===== src/rtl/piton_dcr_noc_decoder.sv =====
// Piton NoC store-packet decoder: pulls one DCR write out of each non-cacheable store,
// hands it to the DCR buffer, then answers with a single-flit store ack.
module piton_dcr_noc_decoder #(
  parameter int          NOC_DATA_WIDTH    = 64,
  parameter int          VX_DCR_ADDR_WIDTH = 8,
  parameter int          VX_DCR_DATA_WIDTH = 32,
  parameter logic [7:0]  MSG_TYPE_STORE    = 8'd15,
  parameter logic [7:0]  MSG_TYPE_ACK      = 8'd27
) (
  input  logic                         clk,
  input  logic                         rst_n,
  input  logic                         noc_in_val,
  input  logic [NOC_DATA_WIDTH-1:0]    noc_in_data,
  output logic                         noc_in_rdy,
  output logic                         noc_out_val,
  output logic [NOC_DATA_WIDTH-1:0]    noc_out_data,
  input  logic                         noc_out_rdy,
  output logic                         dcr_buffer_wr_valid,
  output logic [VX_DCR_ADDR_WIDTH-1:0] dcr_buffer_wr_addr,
  output logic [VX_DCR_DATA_WIDTH-1:0] dcr_buffer_wr_data,
  input  logic                         vx_buffer_rdy,
  output logic [7:0]                   drop_count
);

  localparam logic [2:0] S_HDR   = 3'd0;
  localparam logic [2:0] S_ADDR  = 3'd1;
  localparam logic [2:0] S_HDR3  = 3'd2;
  localparam logic [2:0] S_DATA  = 3'd3;
  localparam logic [2:0] S_DRAIN = 3'd4;
  localparam logic [2:0] S_DCR   = 3'd5;
  localparam logic [2:0] S_ACK   = 3'd6;

  logic [2:0]                   state;
  logic [7:0]                   pkt_len;
  logic [7:0]                   mshr;
  logic [7:0]                   remaining;
  logic                         is_store;
  logic                         word_sel;
  logic [13:0]                  src_chip;
  logic [7:0]                   src_x;
  logic [7:0]                   src_y;
  logic [3:0]                   src_fbits;
  logic [VX_DCR_ADDR_WIDTH-1:0] dcr_addr;
  logic [VX_DCR_DATA_WIDTH-1:0] dcr_data;
  logic                         in_fire;
  logic [7:0]                   hdr_len;
  logic [7:0]                   hdr_type;

  function automatic logic [7:0] sat_inc(input logic [7:0] v);
    return (v == 8'hFF) ? v : v + 8'd1;
  endfunction

  // Intake is open in every parsing state; closed while a write or ack is outstanding.
  always_comb begin
    noc_in_rdy = 1'b0;
    if (rst_n) begin
      case (state)
        S_HDR, S_ADDR, S_HDR3, S_DATA, S_DRAIN: noc_in_rdy = 1'b1;
        default:                                noc_in_rdy = 1'b0;
      endcase
    end
  end

  assign in_fire             = noc_in_val & noc_in_rdy;
  assign hdr_len             = noc_in_data[29:22];
  assign hdr_type            = noc_in_data[21:14];
  assign dcr_buffer_wr_valid = (state == S_DCR);
  assign dcr_buffer_wr_addr  = dcr_addr;
  assign dcr_buffer_wr_data  = dcr_data;
  assign noc_out_val         = (state == S_ACK);

  always_ff @(posedge clk) begin
    if (!rst_n) begin
      state        <= S_HDR;
      pkt_len      <= '0;
      mshr         <= '0;
      remaining    <= '0;
      is_store     <= 1'b0;
      word_sel     <= 1'b0;
      src_chip     <= '0;
      src_x        <= '0;
      src_y        <= '0;
      src_fbits    <= '0;
      dcr_addr     <= '0;
      dcr_data     <= '0;
      noc_out_data <= '0;
      drop_count   <= '0;
    end else begin
      case (state)
        S_HDR: begin
          if (in_fire) begin
            pkt_len <= hdr_len;
            mshr    <= noc_in_data[13:6];
            if (hdr_type == MSG_TYPE_STORE && hdr_len >= 8'd3) begin
              is_store <= 1'b1;
              state    <= S_ADDR;
            end else begin
              is_store   <= 1'b0;
              drop_count <= sat_inc(drop_count);
              if (hdr_len != 8'd0) begin
                remaining <= hdr_len;
                state     <= S_DRAIN;
              end
            end
          end
        end
        S_ADDR: begin
          if (in_fire) begin
            dcr_addr <= noc_in_data[VX_DCR_ADDR_WIDTH+1:2];
            word_sel <= noc_in_data[2];
            state    <= S_HDR3;
          end
        end
        S_HDR3: begin
          if (in_fire) begin
            src_chip  <= noc_in_data[63:50];
            src_x     <= noc_in_data[49:42];
            src_y     <= noc_in_data[41:34];
            src_fbits <= noc_in_data[33:30];
            state     <= S_DATA;
          end
        end
        S_DATA: begin
          if (in_fire) begin
            dcr_data <= word_sel ? noc_in_data[63:32] : noc_in_data[31:0];
            // Trailing data flits of a good store are swallowed without counting a drop.
            if (pkt_len > 8'd3) begin
              remaining <= pkt_len - 8'd3;
              state     <= S_DRAIN;
            end else begin
              state <= S_DCR;
            end
          end
        end
        S_DRAIN: begin
          if (in_fire) begin
            remaining <= remaining - 8'd1;
            if (remaining == 8'd1) state <= is_store ? S_DCR : S_HDR;
          end
        end
        S_DCR: begin
          if (vx_buffer_rdy) begin
            noc_out_data <= {src_chip, src_x, src_y, src_fbits, 8'd0, MSG_TYPE_ACK, mshr, 6'd0};
            state        <= S_ACK;
          end
        end
        S_ACK: begin
          if (noc_out_rdy) state <= S_HDR;
        end
        default: state <= S_HDR;
      endcase
    end
  end

endmodule

===== config.mk =====
export PLATFORM = sky130hd
export DESIGN_NAME = piton_dcr_noc_decoder
export DESIGN_NICKNAME = d
export VERILOG_FILES = /design/src/rtl/piton_dcr_noc_decoder.sv
export SDC_FILE = /design/constraint.sdc
export NUM_CORES = 1
export LEC_CHECK = 0
export CORE_AREA = 8 8 122 124
export DETAILED_ROUTE_END_ITERATION = 10
export DIE_AREA = 0 0 130 132
export PLACE_DENSITY = 0.94
export SLEW_MARGIN = 10
export SYNTH_ARGS = -nofsm -noshare
export SYNTH_HDL_FRONTEND = slang
export SYNTH_SLANG_ARGS = --single-unit

===== constraint.sdc =====
create_clock -name clk -period 3.2 [get_ports clk]
set_input_delay 0.64 -clock clk [delete_from_list [all_inputs] [get_ports clk]]
set_output_delay 0.64 -clock clk [all_outputs]
set_load 0.05 [all_outputs]

; Word-level counts from Yosys, hierarchy flattened
; Cells that the tools add are included.
[totals]
reg_bits = 157
output_inout_bits = 115
elab_cells = 80
[op_classes]
addsub = 3
n_lt_le_gt_ge = 2
eq_ne = 21
n_mux = 24
bitwise_logic = 3
n_reduce_logical = 13
[ops]
columns = cell, n
row1 = 8-bit two-way mux, 6
row2 = 3-bit two-way mux, 11
row3 = 32-bit two-way mux, 1
row4 = 8-bit case mux with 3 select lines, 1
row5 = 3-bit case mux with 7 select lines, 1
row6 = "2-bit inequality test, second input constant", 9
row7 = 2-bit AND reduction, 5
row8 = "3-bit equality test, second input constant", 3
row9 = 9-bit AND reduction, 1
row10 = "8-bit by 1-bit adder with 8-bit output, second input constant", 1
row11 = "8-bit by 1-bit equality test with 1-bit output, second input constant", 1
row12 = "8-bit by 4-bit equality test with 1-bit output, second input constant", 1
row13 = "8-bit equality test, second input constant", 1
row14 = "8-bit by 2-bit greater-or-equal comparator with 1-bit output, second input constant", 1
row15 = "8-bit by 2-bit > comparator with 1-bit output, second input constant", 1
row16 = 8-bit nonzero test, 1
row17 = "8-bit by 1-bit subtractor with 8-bit output, second input constant", 1
row18 = "8-bit by 2-bit subtractor with 8-bit output, second input constant", 1
row19 = 7-bit AND reduction, 1
row20 = "3-bit by 2-bit equality test with 1-bit output, second input constant", 2
row21 = 5-bit OR reduction, 1
row22 = 1-bit two-way mux, 4
row23 = "2-bit by 1-bit inequality test with 1-bit output, second input constant", 2
row24 = 4-bit AND reduction, 1
row25 = 7 further kinds, 8

; Longest topological paths before layout
[logic_depth]
word_depth = 7
ltp_mapped = 8
mapped_depth_nobuf = 7

; Least setup slack after synthesis
; No wires, ideal clock.
[synth_path]
kind = register to output
from = reg state[1]
to = out noc_out_val
arrival_time_ns = 1.974
slack_ns = 0.586
stages_incl_launch_ff = 4
n_path_buf = 2
cell_sequence = dfxtp_1 > buf_4 > clkbuf_1 > nor3b_1
[synth_via]
elab_chain_cells = 1
[synth_lines]
columns = item, line
row1 = from (decl), 33  ; logic [2:0] state;
row2 = from (signal assigned), 138  ; if (remaining == 8'd1) state <= is_store ? S_DCR : S_HDR;
row3 = 3-bit equality test, 70  ; assign noc_out_val = (state == S_ACK);
row4 = to (decl), 15  ; output logic noc_out_val,
; No other way between the ends.

; Worst setup path after layout
[layout_path]
from = reg state[2]
to = out noc_out_val
; Same word-level chain as after synthesis.

==> metrics.md <==
| Metric | Value |
|---|---|
| Status | finished clean |
| Dpl ws | around 0.43 ns |
| Cts bufs inserted | 17 |
| Critical path's largest stage delay | about 0.84 ns |
| Post-cts repair resize count | 0 |
| WP data required | roughly 2.6 ns |
| Fill cell count | between 1,000 and 1,500 |
| RR Startpoint | state[0] |
| Gate Count Post-Synth | slightly below 800 |
| Post-synth cell types | 54 |
| Clock root buffer | clkbuf_16 |
| Yosys reg bits | roughly 150 |
| Final Worst Setup Slack | around 0.5 ns |
| Total clock sinks | around 150 |
| Worst-path fanout max | 8 |
| Crit path launch | state[2] |
| Layout Nets | ~1,000 |
| TritonCTS clock tree | done |
| Clock skew after layout | 0.00812 ns |
| Port-buffer cells | 165 |
| Final WL | a little under 20,000 um |
| Slew HR | between 40% and 50% |
| Final min period | 2.71 ns |
| HP Start | src_x[3] |
| Critical path endpoint category | output pin |
| Slew Limit Fails | 0 |
| Clock Pin Slew Worst Setup and Hold Paths | 0.06 ns |
| Sequence of cells on the critical path | inv_1 > nor3b_1 > clkdlybuf4s50_1 |
| Chip width | roughly 130 um |
| Postcts setup bufs | 0 |
| Height of the die | 132 um |
| Post-Syn Area | 6610 sq um |
| Cts hold-fix bufs | 0 |
| Initial antenna violation count | 0 |
| Hold Fails Final Rpt | 0 |
| IO Pins | 184 |
| Max Cap Viol | 0 |
| Vias | 6,244 |
| Pwr dens | slightly below 500 nW/um^2 |
| Gr ovfl total | 0 |
| Cell family with the largest share of critical-path delay | buffers and inverters |
| Period utilisation layout | a little over four fifths |
| Clk_lat worst skew | between 0.4 and 0.5 ns |
| Clock tree buffer depth | 2 |
| Worst VDD drop | slightly below 0.3 mV |
| Initial Util | 50.9% |
| RSZ-0062 raised after global routing | false |
| # DRC | 0 |
| Hold WC Path Type | reg -> reg |
| LEAKAGE | between 2 and 3 nW |
| Initial drt markers | ~500 |
| Share of layout cells above drive strength 1 | between 7 and 8% |
| Gpl congestion | 0.981 |
| Rows | 42 |
| Buf/Inv on CP | 2 |
| First-pass GRT wire length | roughly 31,000 um |
| Startpoint types | register |
| DR WL/cell | between 15 and 20 um |
| Vias in the first global route | roughly 6,000 |
| CP Data Arrival Time | just over 2 ns |
| DRT Pass-1 Iters | 5 |
| Crit Path Category | reg -> out |
| Synthesis-to-layout area growth | 34.5% |
| Routed Antenna Nets | 0 |
| Synthesis Warnings | 0 |
| Syn Area/Cell | approximately 8.3 sq um |
| Ys flop type | dfxtp_1 |
| Ys async rst share | 0% |
| Drt via density | ~5.6 |
| Largest net degree at the start of global routing | 60 |
| # setup viols final | 0 |
| Post-synth EDFFs | 0 |
| H-tree depth | 4 |
| DIE AREA | 17,200 sq um |
| Setup tns final | 0 ns |
| Post-DP HPWL | between 10,000 and 15,000 um |
| Worst Max-Slew Pin Slew | a little under 0.9 ns |
| Core area | approximately 13,000 sq um |
| Sequential area share after synthesis | a little under half |
| Total Routing Usage GR | a little under a quarter |
| # diodes | 0 |
| F_max | approximately 0.37 GHz |
| Slowest stage cell, crit path | clkdlybuf4s50_1 |
-- worst min-delay path: cells and delay by family (launching register included) --
kind               cells  cell delay [ns]
AOI/OAI and AO/OA      1             0.05
and+or+nand+nor        1             0.05
DFF                    1             0.31
-- power breakdown --
group / leakage [nW] / switching [mW] / total [mW] / internal (mW)
registers: 1.24 / 0.0238 / 1.95 / 1.93
clock network: 0.296 / 0.774 / 2.04 / 1.26
logic: 1.42 / 0.225 / 0.376 / 0.151
-- flip-flops by register name, summed over array words and instances (netlist names) --
name / count
src_chip: 14
remaining: 8
noc_out_data: 43
src_x: 8
dcr_buffer_wr_data: 32
state: 3
dcr_buffer_wr_addr: 8
src_y: 8
pkt_len: 8
drop_count: 8
is_store: 1
mshr: 8
src_fbits: 4
-- cell usage in the layout (no fill, tap or decap), types with 8 or more instances in the layout --
cell	Yosys	layout
buf_4	27	16
a211oi_1	32	32
o21ai_2	8	8
mux2i_1	39	39
clkdlybuf4s50_1	0	164
nand2_1	201	200
o21ai_0	10	10
o211ai_1	10	10
conb_1	1	18
dfxtp_1	153	152
clkbuf_16	0	17
a21oi_1	106	106
nor2_1	55	54
-- cells by family (layout without fill, tap and decap cells) --
logic type | Yosys count | count (layout) | share of synthesized area (%)
adders and majority gates | 4 | 4 | 0.757
DFF | 153 | 153 | 46.3
AOI/OAI and AO/OA | 193 | 193 | 18.1
buffers and inverters | 86 | 220 | 6.95
and+or+nand+nor | 311 | 311 | 20.7
xor gates and xnor gates | 9 | 9 | 1.19
muxes | 39 | 39 | 5.91
other | 1 | 18 | 0.0567
-- through the flow --
step	std cells	total power [mW]	hold slack [ns]	area (sq um)	utilization, %
after floorplan	813	2.21	0.432	6670	-
after global placement	1093	2.35	0.437	8290	63.8
after detailed placement	1093	2.36	0.446	8290	63.8
after CTS	1123	4.39	0.454	8890	68.5
after global routing	1123	4.51	0.471	8890	68.5
final	1123	4.36	0.450	8890	68.5
-- path summary, 6_finish.rpt --
path,endpoint,slack [ns],cells after the start
setup / recovery,noc_out_val,0.49,3
hold / removal,noc_out_data[45],0.45,2
setup reg to reg,remaining[0],1.09,6
hold reg to reg,noc_out_data[45],0.45,2
-- cell type report --
| class | count | area, sq um | area share, % |
|---|---|---|---|
| Clock buffer | 20 | 457 | 5.14 |
| Clock inverter | 10 | 144 | 1.62 |
| Timing Repair Buffer | 182 | 1800 | 20.3 |
| Multi-Input combinational cell | 574 | 3170 | 35.6 |
| Inverter | 8 | 32.5 | 0.366 |
| Tap cell | 176 | 220 | 2.48 |
| Sequential cell | 153 | 3060 | 34.5 |
-- cells in the mapped netlist, types with 2 or more instances --
library cell	n	share of area, %
nand2_1	201	11
dfxtp_1	153	46
a21oi_1	106	8.0
nor2_1	55	3.1
mux2i_1	39	5.9
clkbuf_1	38	2.2
a211oi_1	32	3.6
buf_4	27	3.1
buf_2	10	0.76
o211ai_1	10	1.1
o21ai_0	10	0.76
o21ai_2	8	1.1
inv_1	7	0.40
nand3_1	7	0.53
or4_1	7	0.79
xor2_1	7	0.93
nor3_1	6	0.45
o311ai_0	5	0.66
a221oi_1	4	0.53
and2_1	4	0.38
ha_1	4	0.76
o31ai_1	4	0.45
buf_6	3	0.51
nand3b_1	3	0.34
nand4_1	3	0.28
nor4_1	3	0.28
a22o_1	2	0.27
a22oi_1	2	0.23
a31oi_1	2	0.19
and3_1	2	0.19
nand2b_1	2	0.19
nor2_2	2	0.19
nor3b_1	2	0.23
nor4bb_1	2	0.30
o2111ai_1	2	0.27
o22ai_1	2	0.19
or3_1	2	0.19
xnor2_1	2	0.27
-- per-layer routing --
metal  share of wire (%)  wire (um)  vias to the layer above  track usage [%]
li1                    -          -                     2989                -
met1                  41       8100                     2959             27.6
met2                  49       9700                      251             38.6
met3                 7.2       1440                       45             5.34
met4                 3.2        630                        0             9.94
met5                   0          0                        -                0
No activity file was read; power rests on OpenSTA's default activity.
